`config.mk`:
```
export PLATFORM = sky130hd
export DESIGN_NAME = mult_writeback_queue
export DESIGN_NICKNAME = d
export VERILOG_FILES = /design/src/rtl/mult_writeback_queue.sv
export SDC_FILE = /design/constraint.sdc
export NUM_CORES = 1
export LEC_CHECK = 0
export ABC_AREA = 1
export BUFFER_PORTS_ARGS = -buffer_cell sky130_fd_sc_hd__buf_4
export CAP_MARGIN = 20
export CORE_UTILIZATION = 47
export DETAILED_ROUTE_END_ITERATION = 16
export PLACE_DENSITY = 0.66
export SLEW_MARGIN = 20
export SYNTH_ARGS = -nofsm -noshare
export SYNTH_HDL_FRONTEND = slang
export SYNTH_SLANG_ARGS = --single-unit
```
`constraint.sdc`:
```
create_clock -name clk -period 2.8 [get_ports clk]
set_clock_uncertainty 0.05 [all_clocks]
set_input_delay 0.28 -clock clk [delete_from_list [all_inputs] [get_ports clk]]
set_output_delay 0.28 -clock clk [all_outputs]
set_load 0.01 [all_outputs]
```
`src/rtl/mult_writeback_queue.sv`:
```
// Writeback queue behind the 3-stage multiplier: buffers completed products in order,
// tracks issued-but-unfinished multiplies, and publishes hazard mask and overflow stall.
module mult_writeback_queue #(
  parameter int         DEPTH      = 4,
  parameter logic [3:0] MUL_OPCODE = 4'h5
) (
  input  logic        clk,
  input  logic        rst_n,
  input  logic        issue_valid,
  input  logic [3:0]  issue_rd,
  input  logic [15:0] product,
  input  logic [1:0]  mult_status,
  input  logic [15:0] ex_instr,
  input  logic        wb_grant,
  output logic        wb_en,
  output logic [3:0]  wb_addr,
  output logic [15:0] wb_data,
  output logic        wb_ovf,
  output logic [15:0] pending_mask,
  output logic        mult_stall,
  output logic        seq_err
);
  localparam int PW = $clog2(DEPTH);
  localparam int CW = PW + 1;
  localparam logic [CW-1:0] DEPTH_C = CW'(DEPTH);

  logic [PW-1:0] res_rptr_q, res_rptr_d, res_wptr_q, res_wptr_d;
  logic [PW-1:0] tag_rptr_q, tag_rptr_d, tag_wptr_q, tag_wptr_d;
  logic [CW-1:0] res_cnt_q, res_cnt_d, tag_cnt_q, tag_cnt_d;
  logic          seq_err_q, seq_err_d;

  logic [3:0]  res_rd_q   [DEPTH];
  logic [3:0]  res_rd_d   [DEPTH];
  logic [15:0] res_data_q [DEPTH];
  logic [15:0] res_data_d [DEPTH];
  logic        res_ovf_q  [DEPTH];
  logic        res_ovf_d  [DEPTH];
  logic [3:0]  tag_rd_q   [DEPTH];
  logic [3:0]  tag_rd_d   [DEPTH];

  logic          capture, res_empty, res_full, tag_empty;
  logic          pop, res_push, tag_pop, tag_push, tag_err;
  logic [3:0]    cap_rd;
  logic [CW:0]   occupancy;
  logic [15:0]   mask;

  assign res_empty = (res_cnt_q == '0);
  assign res_full  = (res_cnt_q == DEPTH_C);
  assign tag_empty = (tag_cnt_q == '0);
  assign occupancy = {1'b0, res_cnt_q} + {1'b0, tag_cnt_q};

  always_comb begin
    capture    = mult_status[1] && (ex_instr[15:12] == MUL_OPCODE);
    cap_rd     = ex_instr[11:8];
    mult_stall = (occupancy >= {1'b0, DEPTH_C});
    pop        = !res_empty && wb_grant;
    // A full queue still accepts a capture when the head leaves on the same edge.
    res_push   = capture && (!res_full || pop);
    tag_pop    = capture && !tag_empty;
    tag_push   = issue_valid && !mult_stall;
    tag_err    = capture && (tag_empty || (tag_rd_q[tag_rptr_q] != cap_rd));

    res_rptr_d = pop      ? res_rptr_q + PW'(1) : res_rptr_q;
    res_wptr_d = res_push ? res_wptr_q + PW'(1) : res_wptr_q;
    tag_rptr_d = tag_pop  ? tag_rptr_q + PW'(1) : tag_rptr_q;
    tag_wptr_d = tag_push ? tag_wptr_q + PW'(1) : tag_wptr_q;
    res_cnt_d  = res_cnt_q + CW'(res_push) - CW'(pop);
    tag_cnt_d  = tag_cnt_q + CW'(tag_push) - CW'(tag_pop);
    seq_err_d  = seq_err_q | tag_err | (issue_valid && mult_stall) | (capture && !res_push);
  end

  always_comb begin
    res_rd_d   = res_rd_q;
    res_data_d = res_data_q;
    res_ovf_d  = res_ovf_q;
    tag_rd_d   = tag_rd_q;
    if (res_push) begin
      res_rd_d[res_wptr_q]   = cap_rd;
      res_data_d[res_wptr_q] = product;
      res_ovf_d[res_wptr_q]  = mult_status[0];
    end
    if (tag_push) begin
      tag_rd_d[tag_wptr_q] = issue_rd;
    end
  end

  // Only slots inside each FIFO's live window contribute to the hazard mask.
  always_comb begin
    mask = '0;
    for (int i = 0; i < DEPTH; i++) begin
      if (CW'(i) < res_cnt_q) mask[res_rd_q[res_rptr_q + PW'(i)]] = 1'b1;
      if (CW'(i) < tag_cnt_q) mask[tag_rd_q[tag_rptr_q + PW'(i)]] = 1'b1;
    end
  end

  assign pending_mask = mask;
  assign wb_en        = !res_empty;
  assign wb_addr      = res_empty ? 4'h0  : res_rd_q[res_rptr_q];
  assign wb_data      = res_empty ? 16'h0 : res_data_q[res_rptr_q];
  assign wb_ovf       = res_empty ? 1'b0  : res_ovf_q[res_rptr_q];
  assign seq_err      = seq_err_q;

  always_ff @(posedge clk or negedge rst_n) begin
    if (!rst_n) begin
      res_rptr_q <= '0;
      res_wptr_q <= '0;
      tag_rptr_q <= '0;
      tag_wptr_q <= '0;
      res_cnt_q  <= '0;
      tag_cnt_q  <= '0;
      seq_err_q  <= 1'b0;
    end else begin
      res_rptr_q <= res_rptr_d;
      res_wptr_q <= res_wptr_d;
      tag_rptr_q <= tag_rptr_d;
      tag_wptr_q <= tag_wptr_d;
      res_cnt_q  <= res_cnt_d;
      tag_cnt_q  <= tag_cnt_d;
      seq_err_q  <= seq_err_d;
    end
  end

  // Storage is never observed outside the count window, so it needs no reset.
  always_ff @(posedge clk) begin
    res_rd_q   <= res_rd_d;
    res_data_q <= res_data_d;
    res_ovf_q  <= res_ovf_d;
    tag_rd_q   <= tag_rd_d;
  end
endmodule

```
==> impl_results.md, run 1 <==
* Switch share at 0.476
* Remaining DRCs at 0
* P&R area growth vs syn at 20.2%
* Slew of the pin with the lowest slew margin at 0.418 ns
* Syn nets at 1,053
* DIE HEIGHT at 127 µm
* Cell Pwr Density at 1280 mW/mm²
* Post-route minimum period at 2.67 ns
* CP max stage delay at 0.47 ns
* Yosys cell types at 33
* F_max at 0.374 GHz
* Routed Antenna Nets at 0
* Die area at 0.0162 mm²
* Critical Path Source: res_rptr_q[0]$_DFFE_PN0P_
* Synthesized flop and latch total at 115
* Via count at 6,525
* Synth warn at 0
* Clock power share at 0.196
* Finished Core Util at 0.580
* Syn Inst Count at 991
* Max cap viols at 0
* Commonest non-fill, non-tap cell in the layout: nand2_1
* IO buf count at 73
* Internal at 0.00592 W
* Mapped Avg Cell Area at 7.43 µm²
* Max rail drop VDD at 559 µV
* Status: completed
* Part of the Yosys area used for sequential elements at 0.459
* 1st-iter DRT viols at 572
* Reg2Reg Setup Slack at 0.32 ns
* Vias in the first global route at 6,243
* Commonest cells after routing, fill and taps aside: nand2_1 (426), edfxtp_1 (100), nand3_1 (99)
* Layout cells sized above 1 at 0.172
* Inserted Diodes at 0
* Top-Level Pins at 82
* Number of synthesized flops with an enable pin at 100
* CP required at 2.47 ns
* Fillers at 1,379
* LEAKAGE at 4.31 nW
* Clk Latency, worst-skew pair at 0.41 ns
* R2r startpoint: res_cnt_q[2]$_DFF_PN0_
* Dpl cell area at 0.00816 mm²
* CP max stage cell: dfrtp_2
* WS Path Type: reg -> out
* Setup-failing EPs final at 0
* Rel. slew slack at 0.721
* Fin crit share at 0.954
* Clock Root Buffer: clkbuf_16
* Most used cell, CP: nand2_1
* Reg area at 0.00338 mm²
* Hold path start: product[9]
* Fin. max-slew vios at 0
* Critical Path Sink Type: primary output
* Detailed Place HPWL at 14,200 µm
* Design area at 0.00885 mm²
* Via density at 5.03
* CTS max path bufs at 2
* Largest net degree at the start of global routing at 35
* Worst path cell trace: buf_4 -> nand2_1 -> nand2_4 -> nand2_1 -> nand2_2 -> nor2_1 -> nand2_1 -> nand2_1 -> nor2_1 -> nand2_1 -> buf_4
* Global-route wire length before repair at 31,000 µm
* Rows at 45
* Core box area at 0.0153 mm²
* Worst Path Max Fanout at 15
* Multi-input logic area at 0.00347 mm²
* CTS H-tree depth at 4
* Post-Syn Area at 0.00737 mm²
* CTS tree: yes
* Initial Util at 0.483
* Total CTS buffers at 17
* CTS Sinks at 115
* Fin Setup TNS at 0 ns
* WP data arrival at 2.34 ns
* Dominant synthesized flop cell: edfxtp_1
* Initial antenna violation count at 0
* Critical path launch point type: flip-flop
* GRT Resource Usage Total at 0.251
* FFs w/ async S/R, synth at 0.130
* Drt pass-1 iters at 5
* GPL Wtd Cong at 0.994
* Min-delay worst type: in -> reg
* Die Span X at 127 µm
* Final Hold Viols at 0
* Psw at 0.00538 W
* Comb power frac at 0.608
* Final #Nets at 1,138
* Sequential fraction of design power at 0.195
* WL/cell at 14.8 µm
* Final WL at 19,100 µm
* Clock slew at reported path FFs at 0.05 ns
* Global route overflow at 0
[state kept, by name (all words and copies together) (netlist names), 3 cells and up]
register	flops
res_cnt_q	3
tag_rd_q	16
tag_cnt_q	3
res_ovf_q	4
res_rd_q	16
res_data_q	64
[routing by layer]
| layer | global-route usage | routed length (µm) | up-vias |
|---|---|---|---|
| met5 | 0 | 0 | - |
| met4 | 0.116 | 580 | 0 |
| met3 | 0.0419 | 1150 | 43 |
| met2 | 0.395 | 8550 | 236 |
| met1 | 0.342 | 8850 | 2904 |
| li1 | - | - | 3342 |
[cell type report]
type,instances,area share
Inverter,101,0.0441
Timing Repair Buffer,96,0.0835
Clock inverter,12,0.0206
Tap cell,211,0.0298
Sequential cell,115,0.382
Clock buffer,17,0.0481
Multi-Input combinational cell,745,0.392
[per-stage QoR]
stage	hold WS [ns]	worst slack [ns]	instances	power, W
2_1_floorplan	-0.0656	0.492	991	0.00675
3_3_place_gp	0.0989	0.393	1265	0.00883
3_5_place_dp	0.0976	0.360	1265	0.00888
4_1_cts	0.00285	0.0677	1295	0.0112
5_1_grt	0.0103	-0.0173	1297	0.0123
6_report	0.0149	0.128	1297	0.0113
[logic make-up (layout without fill, tap and decap cells)]
kind of cell | count (synthesis) | in the layout | share of synthesized area
buffers and inverters | 131 | 226 | 0.0786
DFF | 115 | 115 | 0.459
adders and majority gates | 20 | 20 | 0.0360
and+or+nand+nor | 666 | 666 | 0.373
xor gates and xnor gates | 7 | 7 | 0.00832
AOI/OAI and AO/OA | 52 | 52 | 0.0450
[final timing paths]
| kind | end | depth (start not counted) |
|---|---|---|
| worst max register to register | tag_cnt_q[2]$_DFF_PN0_ | 10 |
| worst min-delay path | res_data_q[9]$_DFFE_PP_ | 1 |
| worst min register to register | seq_err$_DFF_PN0_ | 2 |
| worst max-delay path | pending_mask[3] | 11 |
| min in group asynchronous | tag_wptr_q[1]$_DFFE_PN0P_ | 2 |
| max in group asynchronous | res_cnt_q[2]$_DFF_PN0_ | 2 |
[cells in the mapped netlist (6+ instances only)]
cell type,count,area share
a21oi_1,8,0.0054
a22oi_1,17,0.017
a31oi_1,17,0.014
buf_2,11,0.0075
buf_6,6,0.0092
clkbuf_1,7,0.0036
dfrtp_1,15,0.051
edfxtp_1,100,0.41
ha_1,18,0.031
inv_1,93,0.047
nand2_1,429,0.22
nand2_2,16,0.014
nand3_1,99,0.067
nor2_1,95,0.048
nor2_2,16,0.014
o21ai_0,8,0.0054
xor2_1,6,0.0071
[worst max-delay path: cells and delay by family, from the launching register on]
kind	cells	cell delay, ns
flip-flops	1	0.47
AND/OR/NAND/NOR	9	1.16
buffers and inverters	2	0.31
[timing repair]
item,CTS,global route
hold buffers,1,0
hold endpoints to repair,15,0
setup buffers,0,2
endpoints found under the setup margin,2,25
gates resized for setup,3,18
[power by group through the flow]
stage | clock network [W] | registers (W) | logic [W]
floorplan | 0 | 0.00217 | 0.00458
global placement | 0 | 0.00223 | 0.00660
detailed placement | 0 | 0.00223 | 0.00665
CTS | 0.00224 | 0.00220 | 0.00671
global route | 0.00232 | 0.00223 | 0.00771
finish | 0.00222 | 0.00221 | 0.00688
Power figures use the tool's default switching activity.
==> run 2: changes to the inputs <==
--- a/config.mk
+++ b/config.mk
@@ -10,7 +10,8 @@
 export CAP_MARGIN = 20
 export CORE_UTILIZATION = 47
 export DETAILED_ROUTE_END_ITERATION = 16
-export PLACE_DENSITY = 0.66
+export PLACE_DENSITY_LB_ADDON = 0.15
+export REMOVE_ABC_BUFFERS = 1
 export SLEW_MARGIN = 20
 export SYNTH_ARGS = -nofsm -noshare
 export SYNTH_HDL_FRONTEND = slang
==> impl_results.md, run 2 (synthesized netlist as in run 1, its figures left out) <==
* Final #Nets at 1,137
* Comb power frac at 0.607
* Worst path cell trace: inv_6 -> buf_12 -> nand2_1 -> nand2_1 -> nand2_1 -> nand2_1 -> nand2_1 -> o21ai_0 -> nor2_1 -> nand2_1 -> buf_4
* Max FFs per register at 64
* Reg2Reg Setup Slack at 0.41 ns
* Max rail drop VDD at 506 µV
* Post-route minimum period at 2.66 ns
* CP bufs+invs at 3
* P&R area growth vs syn at 20.8%
* Fin Hold WS at 0.0154 ns
* Switch share at 0.477
* DIE HEIGHT at 127 µm
* Global route overflow at 0
* Internal at 0.00601 W
* CP max stage delay at 0.48 ns
* Routed Antenna Nets at 0
* Inserted Diodes at 0
* Clock power share at 0.201
* CTS tree: yes
* Fin. max-slew vios at 0
* Status: completed
* Largest net degree at the start of global routing at 28
* Die area at 0.0162 mm²
* Cell Pwr Density at 1290 mW/mm²
* CTS Sinks at 115
* Sequential fraction of design power at 0.192
* Critical Path Sink Type: primary output
* IO buf count at 73
* CTS max path bufs at 2
* Core box area at 0.0153 mm²
* Detailed Place HPWL at 14,400 µm
* Final WL at 19,400 µm
* Clock Root Buffer: clkbuf_16
* Max cap viols at 0
* Initial Util at 0.483
* Largest regs: res_data_q (64), res_rd_q (16), tag_rd_q (16)
* GRT Resource Usage Total at 0.253
* Layout cells sized above 1 at 0.171
* Psw at 0.00547 W
* Min-delay worst type: in -> reg
* Total CTS buffers at 17
* CTS H-tree depth at 4
* Rel. slew slack at 0.589
* WP data arrival at 2.33 ns
* Setup-failing EPs final at 0
* Biggest register: res_data_q
* WL/cell at 15.0 µm
* Commonest non-fill, non-tap cell in the layout: nand2_1
* Clk Latency, worst-skew pair at 0.41 ns
* CP max stage cell: dfrtp_2
* Critical path launch point type: flip-flop
* F_max at 0.376 GHz
* LEAKAGE at 4.32 nW
* Finished Core Util at 0.583
* 1st-iter DRT viols at 496
* Via count at 6,604
* Drt pass-1 iters at 6
* Vias in the first global route at 6,082
* Initial antenna violation count at 0
* Final Hold Viols at 0
* Top-Level Pins at 82
* GPL Wtd Cong at 1.05
* Via density at 5.09
* Most used cell, CP: nand2_1
* CP required at 2.47 ns
* Design area at 0.00890 mm²
* Remaining DRCs at 0
* Fin crit share at 0.950
* Clock slew at reported path FFs at 0.05 ns
* Slew of the pin with the lowest slew margin at 0.612 ns
* CP delay by family, top: simple AND/OR/NAND/NOR gates
* Worst Path Max Fanout at 26
* Die Span X at 127 µm
* Commonest cells after routing, fill and taps aside: nand2_1 (424), edfxtp_1 (100), nand3_1 (99)
* Dpl cell area at 0.00814 mm²
* WS Path Type: reg -> out
* Rows at 45
* Global-route wire length before repair at 30,800 µm
==> run 2: worst register-to-register path: cells and delay by family, from the launching register on <==
family                     cells  cell delay [ns]
buffers and inverters          2             0.11
xor gates and xnor gates       1             0.18
adders and majority gates      4             1.10
and+or+nand+nor                3             0.39
DFF                            1             0.46
==> run 2: what timing repair did <==
item / in CTS / in global routing
cloned: 0 / 0
setup buffers: 0 / 1
hold buffers: 2 / 1
endpoints found under the hold margin: 19 / 4
endpoints found under the setup margin: 17 / 16
resized for setup: 3 / 23
==> run 2: cell type report <==
type,instances,area (µm²)
Timing Repair Buffer,95,741
Clock buffer,18,429
Fill cell,1409,6360
Sequential cell,115,3380
Tap cell,211,264
Multi-Input combinational cell,745,3490
Clock inverter,13,208
Inverter,101,388
==> run 2: routing by layer <==
layer / up-vias / wire length, µm / track usage / share of wire
li1: 3345 / - / - / -
met1: 3011 / 9250 / 0.355 / 0.48
met2: 218 / 8560 / 0.388 / 0.44
met3: 30 / 1240 / 0.0561 / 0.064
met4: 0 / 373 / 0.0889 / 0.019
met5: - / 0 / 0 / 0
==> run 2: worst paths after layout <==
kind                                      startpoint                   endpoint  depth (start not counted)
max                        res_rptr_q[0]$_DFFE_PN0P_           pending_mask[15]                         11
min                                      product[13]   res_data_q[29]$_DFFE_PP_                          1
max reg2reg                   res_cnt_q[2]$_DFF_PN0_     tag_cnt_q[2]$_DFF_PN0_                         10
min reg2reg                        seq_err$_DFF_PN0_          seq_err$_DFF_PN0_                          2
max in group asynchronous                      rst_n  res_rptr_q[0]$_DFFE_PN0P_                          2
min in group asynchronous                      rst_n  tag_wptr_q[1]$_DFFE_PN0P_                          2
==> run 2: power groups by stage <==
stage / logic (W) / registers (W) / clock network [W]
after floorplan: 0.00414 / 0.00232 / 0
after global placement: 0.00664 / 0.00222 / 0
after detailed placement: 0.00668 / 0.00223 / 0
after CTS: 0.00673 / 0.00220 / 0.00234
after global routing: 0.00774 / 0.00222 / 0.00241
final: 0.00696 / 0.00220 / 0.00231
==> run 2: metrics by stage <==
step                setup WS (ns)  TNS [ns]  instances  power (W)
floorplan                  0.0849         0        961    0.00647
global placement            0.347         0       1263    0.00886
detailed placement          0.324         0       1263    0.00892
CTS                        0.0148         0       1296     0.0113
global route              -0.0102   -0.0102       1298     0.0124
finish                      0.139         0       1298     0.0115
==> run 3: changes to the inputs <==
--- a/config.mk
+++ b/config.mk
@@ -11,7 +11,6 @@
 export CORE_UTILIZATION = 47
 export DETAILED_ROUTE_END_ITERATION = 16
 export PLACE_DENSITY_LB_ADDON = 0.15
-export REMOVE_ABC_BUFFERS = 1
 export SLEW_MARGIN = 20
 export SYNTH_ARGS = -nofsm -noshare
 export SYNTH_HDL_FRONTEND = slang
==> constraint.sdc (replaced) <==
create_clock -name clk -period 3.4 [get_ports clk]
set_clock_uncertainty 0.05 [all_clocks]
set_input_delay 0.34 -clock clk [delete_from_list [all_inputs] [get_ports clk]]
set_output_delay 0.34 -clock clk [all_outputs]
set_load 0.01 [all_outputs]
==> impl_results.md, run 3 (synthesized netlist as in run 1, its figures left out) <==
* Total Power at 0.00904 W
* Post-cts sizing count at 0
* Initial Util at 0.483
* WP data arrival at 2.76 ns
* Fin crit share at 0.925
* Largest regs: res_data_q (64), res_rd_q (16), tag_rd_q (16)
* Slew of the pin with the lowest slew margin at 0.637 ns
* Core box area at 0.0153 mm²
* Internal at 0.00461 W
* Reg area at 0.00338 mm²
* Clock Root Buffer: clkbuf_16
* Drt pass-1 iters at 5
* CTS max path bufs at 2
* Inserted Diodes at 0
* Vias in the first global route at 6,002
* Biggest register: res_data_q
* F_max at 0.318 GHz
* CTS H-tree depth at 4
* Clock slew at reported path FFs at 0.06 ns
* Post-route minimum period at 3.15 ns
* Routed Antenna Nets at 0
* LEAKAGE at 4.25 nW
* Commonest cells after routing, fill and taps aside: nand2_1 (429), edfxtp_1 (100), nand3_1 (99)
* Detailed Place HPWL at 14,700 µm
* CTS Sinks at 115
* Global route overflow at 0
* Cell Pwr Density at 1040 mW/mm²
* P&R area growth vs syn at 18.0%
* Largest net degree at the start of global routing at 27
* Rel. slew slack at 0.572
* CTS tree: yes
* Sequential fraction of design power at 0.205
* Clock power share at 0.190
* Clk Latency, worst-skew pair at 0.41 ns
* Dpl cells at 1,259
* Switch share at 0.490
* Layout cells sized above 1 at 0.155
* Remaining DRCs at 0
* Multi-input logic area at 0.00342 mm²
* Total CTS buffers at 17
* Max rail drop VDD at 453 µV
* Fillers at 1,455
* Comb power frac at 0.605
* Die Span X at 127 µm
* Status: completed
* Final WL at 19,300 µm
* Rows at 45
* Max FFs per register at 64
* Final #Nets at 1,130
* Post-route insts no fill at 1,291
* WS Path Type: reg -> out
* Setup-failing EPs final at 0
* Via density at 5.06
* 1st-iter DRT viols at 497
* Die area at 0.0162 mm²
* Critical Path Sink Type: primary output
* Post CTS Setup Buffer Count at 0
* Commonest non-fill, non-tap cell in the layout: nand2_1
* Psw at 0.00443 W
* IO buf count at 73
* Final Hold Viols at 0
* GPL Wtd Cong at 0.948
* Min-delay worst type: in -> reg
* WL/cell at 15.0 µm
* CP required at 3.01 ns
* GRT Resource Usage Total at 0.250
* DIE HEIGHT at 127 µm
* Initial antenna violation count at 0
* Worst Path Max Fanout at 17
* Fin. max-slew vios at 0
* Critical path launch point type: flip-flop
* Fin Setup TNS at 0 ns
* Top-Level Pins at 82
* RSZ-0062 raised after global routing: false
* Via count at 6,530
* Global-route wire length before repair at 30,500 µm
* Finished Core Util at 0.569
* Max cap viols at 0
[run 3: changes by cell type in the layout (fill, tap and decap cells not counted), moves of 3 or more]
cell | previous run | this run
dfrtp_1 | 12 | 15
a21oi_1 | 5 | 8
a21oi_2 | 4 | 1
nor2_1 | 87 | 90
dfrtp_2 | 3 | 0
nand2_4 | 3 | 0
bufinv_16 | 5 | 2
nand2_1 | 424 | 429
[run 3: layer usage]
metal / vias to the layer above / GRT usage / share of wire
met5: - / 0 / 0
met4: 0 / 0.105 / 0.026
met3: 36 / 0.0377 / 0.050
met2: 198 / 0.392 / 0.45
met1: 2966 / 0.349 / 0.47
li1: 3330 / - / -
[run 3: worst max-delay path, cell delays in order, from the launching register on]
cell      delay, ns
dfrtp_1        0.67
inv_2          0.25
nand2_1        0.16
clkinv_1       0.51
a22oi_1        0.40
a31oi_1        0.16
buf_4          0.18
[run 3: what timing repair did]
| action | CTS | global route |
|---|---|---|
| hold endpoints to repair | 15 | 0 |
| hold buffers | 1 | 0 |
| endpoints found under the setup margin | 0 | 0 |
[run 3: power groups by stage]
stage	Combinational [W]	Sequential [W]	Clock, W
4_1_cts	0.00545	0.00185	0.00174
3_3_place_gp	0.00538	0.00187	0
2_1_floorplan	0.00377	0.00179	0
5_1_grt	0.00612	0.00187	0.00180
3_5_place_dp	0.00542	0.00188	0
6_report	0.00547	0.00185	0.00172
[run 3: metrics by stage]
| step | hold WS (ns) | worst slack [ns] | instance area, µm² |
|---|---|---|---|
| 2_1_floorplan | -0.00559 | 1.03 | 7370 |
| 3_3_place_gp | 0.161 | 0.747 | 8100 |
| 3_5_place_dp | 0.162 | 0.739 | 8100 |
| 4_1_cts | 0.0652 | 0.234 | 8690 |
| 5_1_grt | 0.0685 | 0.104 | 8690 |
| 6_report | 0.0771 | 0.255 | 8690 |
[run 3: cell type report]
| class | count | area share |
|---|---|---|
| inverters | 101 | 0.0439 |
| repair buffers | 88 | 0.0763 |
| well taps | 211 | 0.0304 |
| multi-input cells | 745 | 0.394 |
| clock inverters | 13 | 0.0176 |
| clock buffers | 18 | 0.0494 |
| flip-flops and latches | 115 | 0.389 |
[run 3: worst paths after layout]
path	depth (start not counted)	slack (ns)	to	from
max	6	0.25	wb_data[0]	res_rptr_q[1]$_DFFE_PN0P_
min	1	0.08	res_data_q[51]$_DFFE_PP_	product[3]
max reg2reg	10	0.82	tag_cnt_q[2]$_DFF_PN0_	res_cnt_q[2]$_DFF_PN0_
min reg2reg	2	0.43	seq_err$_DFF_PN0_	seq_err$_DFF_PN0_
max in group asynchronous	2	2.82	res_cnt_q[1]$_DFF_PN0_	rst_n
min in group asynchronous	2	0.29	res_wptr_q[0]$_DFFE_PN0P_	rst_n
